File: src/rtl/sensor_snapshot_regs.sv
// sensor_snapshot_regs
//
// This block holds NUM_CH sensor channels of CH_BYTES bytes each in live registers.
// A snapshot request copies the live registers into a shadow bank, together with a
// sequence number and a freshness mask. A burst read FSM then serves the shadow bank
// one byte at a time, incrementing the address after each accepted byte.
//
// Ports:
//   clk, rst                 clock and synchronous active-high reset
//   ch_data, ch_valid        packed channel data and per-channel update strobes
//   snap_req                 snapshot request pulse
//   snap_busy                a snapshot is pending; it was deferred by an active burst
//   snap_ovr                 sticky flag: a request was coalesced into one already pending
//   rd_start, rd_addr        begin a burst at rd_addr
//   rd_next, rd_stop         advance the burst pointer or end the burst
//   rd_data, rd_valid        read byte, with a one-cycle latency
//   rd_err                   the current rd_data came from an address beyond the map
//
// Optional feature: define SNAP_TIMESTAMP_EN to add a free-running 32-bit cycle
// counter. Its value is captured at each snapshot and mapped after the freshness bytes.

module sensor_snapshot_regs #(
  parameter int unsigned NUM_CH   = 12,
  parameter int unsigned CH_BYTES = 2,
  parameter int unsigned ADDR_W   = 8
) (
  input  logic                         clk,
  input  logic                         rst,
  input  logic [NUM_CH*CH_BYTES*8-1:0] ch_data,
  input  logic [NUM_CH-1:0]            ch_valid,
  input  logic                         snap_req,
  output logic                         snap_busy,
  output logic                         snap_ovr,
  input  logic                         rd_start,
  input  logic [ADDR_W-1:0]            rd_addr,
  input  logic                         rd_next,
  input  logic                         rd_stop,
  output logic [7:0]                   rd_data,
  output logic                         rd_valid,
  output logic                         rd_err
);

  localparam int unsigned CH_W = CH_BYTES * 8;
  localparam int unsigned FB   = (NUM_CH + 7) / 8;
`ifdef SNAP_TIMESTAMP_EN
  localparam int unsigned TS_B = 4;
`else
  localparam int unsigned TS_B = 0;
`endif
  localparam int unsigned CH_BASE = FB + 1 + TS_B;
  localparam int unsigned LAST    = FB + TS_B + NUM_CH * CH_BYTES;
  localparam int unsigned MAP_LEN = LAST + 1;
  localparam logic [ADDR_W-1:0] LastA = ADDR_W'(LAST);

  typedef enum logic [0:0] {StIdle, StBurst} state_e;

  state_e             state_q, state_d;
  logic [ADDR_W-1:0]  ptr_q, ptr_d, ptr_inc;
  logic               load;

  logic [CH_W-1:0]    live_q   [NUM_CH];
  logic [CH_W-1:0]    shadow_q [NUM_CH];
  logic [NUM_CH-1:0]  fresh_q, snap_fresh_q;
  logic [7:0]         seq_q;
  logic               pend_q, ovr_q, take_snap;
  logic [7:0]         rd_data_q;
  logic               rd_valid_q, rd_err_q;

  logic [FB*8-1:0]    fresh_pad;
  logic [7:0]         map [MAP_LEN];
  logic [7:0]         rd_byte;

`ifdef SNAP_TIMESTAMP_EN
  logic [31:0]        cnt_q, snap_ts_q;
`endif

  assign snap_busy = pend_q;
  assign snap_ovr  = ovr_q;
  assign rd_data   = rd_data_q;
  assign rd_valid  = rd_valid_q;
  assign rd_err    = rd_err_q;

  // A snapshot is taken only in an idle cycle with no rd_start, so the shadow never
  // changes during a burst and never races a load.
  assign take_snap = (state_q == StIdle) && !rd_start && (snap_req || pend_q);

  // Out-of-range pointers are never equal to LAST, so they increment with a plain wrap.
  assign ptr_inc = (ptr_q == LastA) ? '0 : ptr_q + ADDR_W'(1);

  always_comb begin
    state_d = state_q;
    ptr_d   = ptr_q;
    load    = 1'b0;
    unique case (state_q)
      StIdle: begin
        if (rd_start) begin
          state_d = StBurst;
          ptr_d   = rd_addr;
          load    = 1'b1;
        end
      end
      StBurst: begin
        if (rd_stop) begin
          state_d = StIdle;
        end else if (rd_start) begin
          ptr_d = rd_addr;
          load  = 1'b1;
        end else if (rd_next) begin
          ptr_d = ptr_inc;
          load  = 1'b1;
        end
      end
      default: state_d = StIdle;
    endcase
  end

  assign fresh_pad = (FB * 8)'(snap_fresh_q);

  // Flattened byte map of the shadow snapshot. Multi-byte fields are placed MSB first.
  always_comb begin
    for (int unsigned i = 0; i < MAP_LEN; i++) map[i] = '0;
    map[0] = seq_q;
    for (int unsigned k = 0; k < FB; k++) map[1 + k] = fresh_pad[(FB - 1 - k) * 8 +: 8];
`ifdef SNAP_TIMESTAMP_EN
    for (int unsigned k = 0; k < 4; k++) map[FB + 1 + k] = snap_ts_q[(3 - k) * 8 +: 8];
`endif
    for (int unsigned c = 0; c < NUM_CH; c++) begin
      for (int unsigned b = 0; b < CH_BYTES; b++) begin
        map[CH_BASE + c * CH_BYTES + b] = shadow_q[c][(CH_BYTES - 1 - b) * 8 +: 8];
      end
    end
  end

  // Addresses beyond LAST match no entry and read as 0x00.
  always_comb begin
    rd_byte = '0;
    for (int unsigned i = 0; i < MAP_LEN; i++) begin
      if (ptr_d == ADDR_W'(i)) rd_byte = map[i];
    end
  end

  always_ff @(posedge clk) begin
    if (rst) begin
      state_q      <= StIdle;
      ptr_q        <= '0;
      fresh_q      <= '0;
      snap_fresh_q <= '0;
      seq_q        <= '0;
      pend_q       <= 1'b0;
      ovr_q        <= 1'b0;
      rd_data_q    <= '0;
      rd_valid_q   <= 1'b0;
      rd_err_q     <= 1'b0;
      for (int unsigned i = 0; i < NUM_CH; i++) begin
        live_q[i]   <= '0;
        shadow_q[i] <= '0;
      end
`ifdef SNAP_TIMESTAMP_EN
      cnt_q     <= '0;
      snap_ts_q <= '0;
`endif
    end else begin
      state_q <= state_d;
      ptr_q   <= ptr_d;

      for (int unsigned i = 0; i < NUM_CH; i++) begin
        if (ch_valid[i]) live_q[i] <= ch_data[i * CH_W +: CH_W];
      end
      fresh_q <= fresh_q | ch_valid;

      if (take_snap) begin
        // Same-cycle updates bypass the live registers into the snapshot.
        for (int unsigned i = 0; i < NUM_CH; i++) begin
          shadow_q[i] <= ch_valid[i] ? ch_data[i * CH_W +: CH_W] : live_q[i];
        end
        snap_fresh_q <= fresh_q | ch_valid;
        fresh_q      <= '0;
        seq_q        <= seq_q + 8'd1;
      end

      pend_q <= take_snap ? 1'b0 : (pend_q | snap_req);
      if (snap_req && pend_q) ovr_q <= 1'b1;

      rd_valid_q <= load;
      if (load) begin
        rd_data_q <= rd_byte;
        rd_err_q  <= (ptr_d > LastA);
      end

`ifdef SNAP_TIMESTAMP_EN
      cnt_q <= cnt_q + 32'd1;
      if (take_snap) snap_ts_q <= cnt_q;
`endif
    end
  end

endmodule

File: config.mk
export PLATFORM = sky130hd
export DESIGN_NAME = sensor_snapshot_regs
export DESIGN_NICKNAME = d
export VERILOG_FILES = /design/src/rtl/sensor_snapshot_regs.sv
export SDC_FILE = /design/constraint.sdc
export NUM_CORES = 1
export LEC_CHECK = 0
export ABC_CLOCK_PERIOD_IN_PS = 10000
export BUFFER_PORTS_ARGS = -buffer_cell sky130_fd_sc_hd__buf_2
export CAP_MARGIN = 30
export CORE_ASPECT_RATIO = 0.5
export CORE_MARGIN = 2
export CORE_UTILIZATION = 25
export DETAILED_ROUTE_END_ITERATION = 16
export GPL_ROUTABILITY_DRIVEN = 1
export GPL_TIMING_DRIVEN = 0
export PLACE_DENSITY_LB_ADDON = 0.08
export SYNTH_ARGS = -nofsm -noshare
export SYNTH_HDL_FRONTEND = slang
export SYNTH_SLANG_ARGS = --single-unit
File: constraint.sdc
create_clock -name clk -period 10 [get_ports clk]
set_input_delay 0.5 -clock clk [delete_from_list [all_inputs] [get_ports clk]]
set_output_delay 0.5 -clock clk [all_outputs]
set_load 0.01 [all_outputs]
# Yosys cells after proc, flatten, opt, wreduce, memory -nomap -nowiden
# Memories as Yosys holds them, arrays and structs flattened.
# Index checks and enable logic that the tools add are counted.
[totals]
n_memories = 2
output_inout_bits = 12
regBits = 53
mem_bits_rw = 384
[classes]
bitwise_logic = 27
n_mux = 117
n_eq_ne = 27
n_lt_le_gt_ge = 1
add_sub_neg = 2
reduce_logical = 7
[memory_table]
columns = ["memory", "depth", "word_bits", "read_ports", "rd_ports_with_merged_regs", "write_ports", "line", "source"]
rows = [
  ["live_q", 12, 16, 12, 0, 12, "61", "logic [CH_W-1:0] live_q [NUM_CH];"],
  ["shadow_q", 12, 16, 12, 0, 12, "62", "logic [CH_W-1:0] shadow_q [NUM_CH];"],
]
[ops]
columns = ["op", "count"]
rows = [
  ["$mux 16", 36],
  ["$mux 8", 32],
  ["$eq 8x5->1 const B", 12],
  ["$eq 8x4->1 const B", 8],
  ["$mux 1", 46],
  ["$eq 8x3->1 const B", 4],
  ["$or 1x1->1", 25],
  ["$add 8x1->8 const B", 2],
  ["$eq 8x2->1 const B", 2],
  ["$pmux 8 s2", 1],
  ["$or 12x12->12", 1],
  ["$eq 8x1->1 const B", 1],
  ["$gt 8x5->1 const B", 1],
  ["$logic_not 8->1", 1],
  ["$pmux 1 s2", 2],
  ["$logic_and 1x1->1", 3],
  ["$reduce_or 2->1", 1],
  ["$logic_not 1->1", 1],
  ["$logic_or 1x1->1", 1],
  ["$not 1->1", 1],
]

# Logic depth before layout (Yosys ltp)
[depth]
ltp_word = 34
ltp_mapped = 15
mapped_depth_nobuf = 12

# Worst setup path after synthesis
# No wires, ideal clock.
[synth_path]
path_kind = "input-to-reg"
from = "in rd_start"
to = "mem shadow_q[0][0] (netlist name) (enable)"
required_ns = 9.369
path_stages = 5
slack_ns = 2.774
t_arrival_ns = 6.595
path_cell_list = "or2_2 nor2_1 or2_2 clkbuf_1 clkbuf_1"
[synth_rtl]
columns = ["item", "line", "source"]
rows = [
  ["from (decl)", "34", "input logic rd_start,"],
  ["to (decl)", "62", ""],
]

# Final worst setup path
[layout_path]
from = "reg ptr_q[0]"
to = "reg rd_data_q[2] (netlist: rd_data[2])"
[layout_between]
elab_chain_len = 34
word_cells_on_any_way = 62
cone_classes = "add/sub (1); eq/ne (27); mux (33); reduce/logical (1)"
[layout_lines]
columns = ["item", "line", "source"]
rows = [
  ["from (decl)", "58", "logic [ADDR_W-1:0] ptr_q, ptr_d, ptr_inc;"],
  ["from (signal assigned)", "164", "ptr_q <= ptr_d;"],
  ["$add 8x1->8 or $eq 8x5->1 (tied branches)", "88", "assign ptr_inc = (ptr_q == LastA) ? '0 : ptr_q + ADDR_W'(1);"],
  ["$mux 8", "88", ""],
  ["$mux 8", "108", "end else if (rd_next) begin"],
  ["$mux 8", "105", "end else if (rd_start) begin"],
  ["$mux 8", "103", "if (rd_stop) begin"],
  ["$pmux 8 s2 *", "94", "unique case (state_q)"],
  ["$logic_not 8->1", "138", "if (ptr_d == ADDR_W'(i)) rd_byte = map[i];"],
  ["$mux 8 (26 in series)", "138", ""],
  ["$mux 8 *", "138", ""],
  ["to (signal assigned)", "186", "rd_data_q <= rd_byte;"],
  ["to (decl)", "66", "logic [7:0] rd_data_q;"],
]
# Mark *: on every way between the ends. The rest lies on a longest branch, timed or not.
# A chain may end at the register's enable or synchronous reset.

==> metrics.md <==
| Metric | Value |
|---|---|
| Buffers on Ports | 226 |
| Post-detail-place hpwl | 56400 µm |
| Routed vias | 15300 |
| YS warnings | 0 |
| Die span in x | 409 µm |
| Final setup violation count | 0 |
| Asr flop ratio synth | 0 |
| Share of layout cells above drive strength 1 | 0.176 |
| Pwr dens | 182 nW/µm² |
| Crit path arrival time | 5160 ps |
| Final Skew | 14.1 ps |
| Sequential share of power | 0.493 |
| Comb pwr share | 0.125 |
| Lkg Pwr | 9.25 nW |
| DP Area | 23200 µm² |
| Total global routing overflow | 0 |
| Number of global-route vias before repair | 15300 |
| TritonCTS Buffers | 47 |
| First-pass GRT wire length | 107000 µm |
| Fin crit period | 4720 ps |
| Clk pwr share | 0.382 |
| Initial Util | 0.252 |
| Fin crit share | 0.472 |
| Drt via density | 4.72 |
| Mapped Area | 20500 µm² |
| Int Power | 3.27 mW |
| Setup CP Type | reg2reg |
| Dpl cells | 3166 |
| Initial antenna violation count | 7 |
| Unrepaired setup endpoints after global routing | false |
| FF+latch area | 12600 µm² |
| Die Y | 206 µm |
| Number of fillers in the final layout | 8544 |
| Multi-input logic area | 7370 µm² |
| Flop2flop setup slack | 5280 ps |
| CTS tree | done |
| Sw frac | 0.270 |
| Routed Antenna Nets | 0 |
| DRT iter0 DRCs | 1257 |
| Fin. Hold Viols | 0 |
| Synth Flop Type | edfxtp_1 |
| Post-CTS Setup Inserts | 0 |
| Clock slew seen by the registers of the worst setup and hold paths | 60 ps |
| Final nets | 2335 |
| EDFF count, synth | 384 |
| # hold bufs at CTS | 0 |
| Area delta synth->final | 20.2% |
| Hold WC Path Type | in2reg |
| Core Region | 81400 µm² |
| Worst Setup End Kind | register |
| Root Buffer | clkbuf_16 |
| Die Area | 84400 µm² |
| Peak supply drop | 0.102 mV |
| DRC viols | 0 |
| Synth unique cells | 88 |
| Status | finished, final reports clean |
| Achievable Freq | 212 MHz |
| Post-Syn Instances | 1826 |
| H-tree levels | 2 |
| Sequential share of the synthesized area | 0.615 |
| Slew @ Worst Pin | 1090 ps |
| GP Congestion | 0.837 |
| CTS max path bufs | 3 |
| Required time worst endpoint | 10440 ps |
| Final instance area | 24600 µm² |
| Worst setup SP type | register |
| Fin cells | 3254 |
| Yosys reg bits | 437 |
| Mean Syn Cell Area | 11.2 µm² |
| Clock Sink Count | 437 |
| GRT Util Overall | 0.176 |
| Post_cts resized | 0 |
| Drt pass-1 iters | 6 |
| Clk_lat worst skew | 600 ps |
| Std-Cell Rows | 74 |
| Synth Net Count | 2047 |
| # IOs | 230 |
| Largest net degree at the start of global routing | 59 |
| Pins Over Slew Limit | 0 |
| Switch Pwr | 1.21 mW |
| Slew headroom | 0.268 |
| Max-Cap Viols | 0 |
| Drt wl/cell | 23.3 µm |
| Routed WL | 75800 µm |
| CP Max Fanout | 10 |
placed cells by master, fill, tap and decap left out, types with 7 or more instances in the layout:
cell / n
dfxtp_1: 53
clkbuf_1: 103
a221oi_1: 12
o211ai_1: 7
nand2b_1: 121
a22oi_1: 13
nor2_1: 300
buf_2: 238
mux2i_1: 79
a31oi_1: 7
nor4_1: 9
o21ai_1: 7
nor4_4: 7
nor2b_1: 37
nand4_1: 15
and3b_1: 11
o22ai_1: 25
inv_1: 10
edfxtp_1: 384
nand2_1: 184
o221ai_1: 10
and2_1: 39
o21ai_0: 31
nand3_1: 29
or2_2: 14
or3_1: 8
a21oi_1: 146
clkinv_1: 9
buf_4: 10
nor3_1: 21
a211oi_1: 21
clkbuf_16: 49
area by class of cell:
type                       instances  area share
clock buffer                      69      0.0541
sequential                       437       0.512
antenna                            1    0.000102
multi-input combinational       1267       0.299
clock inverter                    17     0.00417
tap                             1102      0.0560
buffer                           112      0.0200
inverter                          10     0.00152
timing repair buffer             239      0.0531
stage by stage:
stage	setup WS, ps	total power, mW	setup TNS (ps)	hold slack (ps)	utilization
final	5280	4.47	0	159	0.302
after global routing	5180	4.65	0	153	0.302
after CTS	5500	4.53	0	125	0.302
after detailed placement	5470	2.81	0	447	0.285
after global placement	-1170	2.82	-226760	440	0.282
after floorplan	2770	2.54	0	422	-
final timing paths:
| kind | from | cells past startpoint | end |
|---|---|---|---|
| setup reg to reg | ptr_q[0]$_SDFF_PP0_ | 13 | rd_data[2]$_SDFFE_PP0P_ |
| hold reg to reg | fresh_q[0]$_SDFF_PP0_ | 2 | fresh_q[0]$_SDFF_PP0_ |
| setup / recovery | ptr_q[0]$_SDFF_PP0_ | 13 | rd_data[2]$_SDFFE_PP0P_ |
| hold / removal | snap_req | 3 | snap_ovr$_SDFFE_PP0P_ |
worst max-delay path: stages, from the launching register on:
cell and delay, ps:
dfxtp_1 430, inv_1 70, ha_1 200, nor3b_4 180, a311oi_4 570, and4b_1 410
nor2_2 150, buf_2 270, nand3_1 380, nor2_1 230, a22oi_1 190, nand3_1 340
nor4_1 920, o21ai_0 220
power groups by stage:
stage,clock network [mW],logic (mW),registers [mW]
after CTS,1.76,0.567,2.20
after global placement,0,0.554,2.26
final,1.71,0.560,2.20
after detailed placement,0,0.564,2.24
after floorplan,0,0.313,2.23
after global routing,1.82,0.611,2.22
synthesized netlist by cell type (all sizes together), types with 13 or more instances:
master / instances / area [µm²]
buf: 24 / 156
a221oi: 14 / 146
and2: 39 / 244
edfxtp: 384 / 11500
dfxtp: 53 / 1060
a21oi: 149 / 764
nor2b: 37 / 231
nand4: 16 / 106
nor4: 20 / 249
mux2i: 79 / 791
or2: 15 / 93.8
clkbuf: 88 / 332
a211oi: 24 / 195
nand2: 184 / 691
nand3: 33 / 193
o21ai: 39 / 199
nand2b: 121 / 757
a22oi: 13 / 97.6
o22ai: 25 / 156
nor3: 23 / 125
nor2: 302 / 1140
layer usage:
metal / vias to the layer above / track usage / routed length [µm]
li1: 7229 / - / -
met1: 7669 / 0.254 / 36900
met2: 373 / 0.275 / 33500
met3: 76 / 0.0339 / 4180
met4: 0 / 0.0357 / 1200
met5: - / 0 / 0
state kept, by name, indices dropped and copies added, names as in the netlist, 8 cells and up:
signal	cells
fresh_q	12
live_q	192
ptr_q	8
rd_data	8
seq_q	8
shadow_q	192
snap_fresh_q	12
cells by family after synthesis:
family,synth area share
simple gates,0.204
flops,0.615
compound gates,0.108
buf+inv,0.0257
mux,0.0419
xor+xnor,0.00385
fa+ha+maj,0.00183
(Power assumes the default switching activity.)
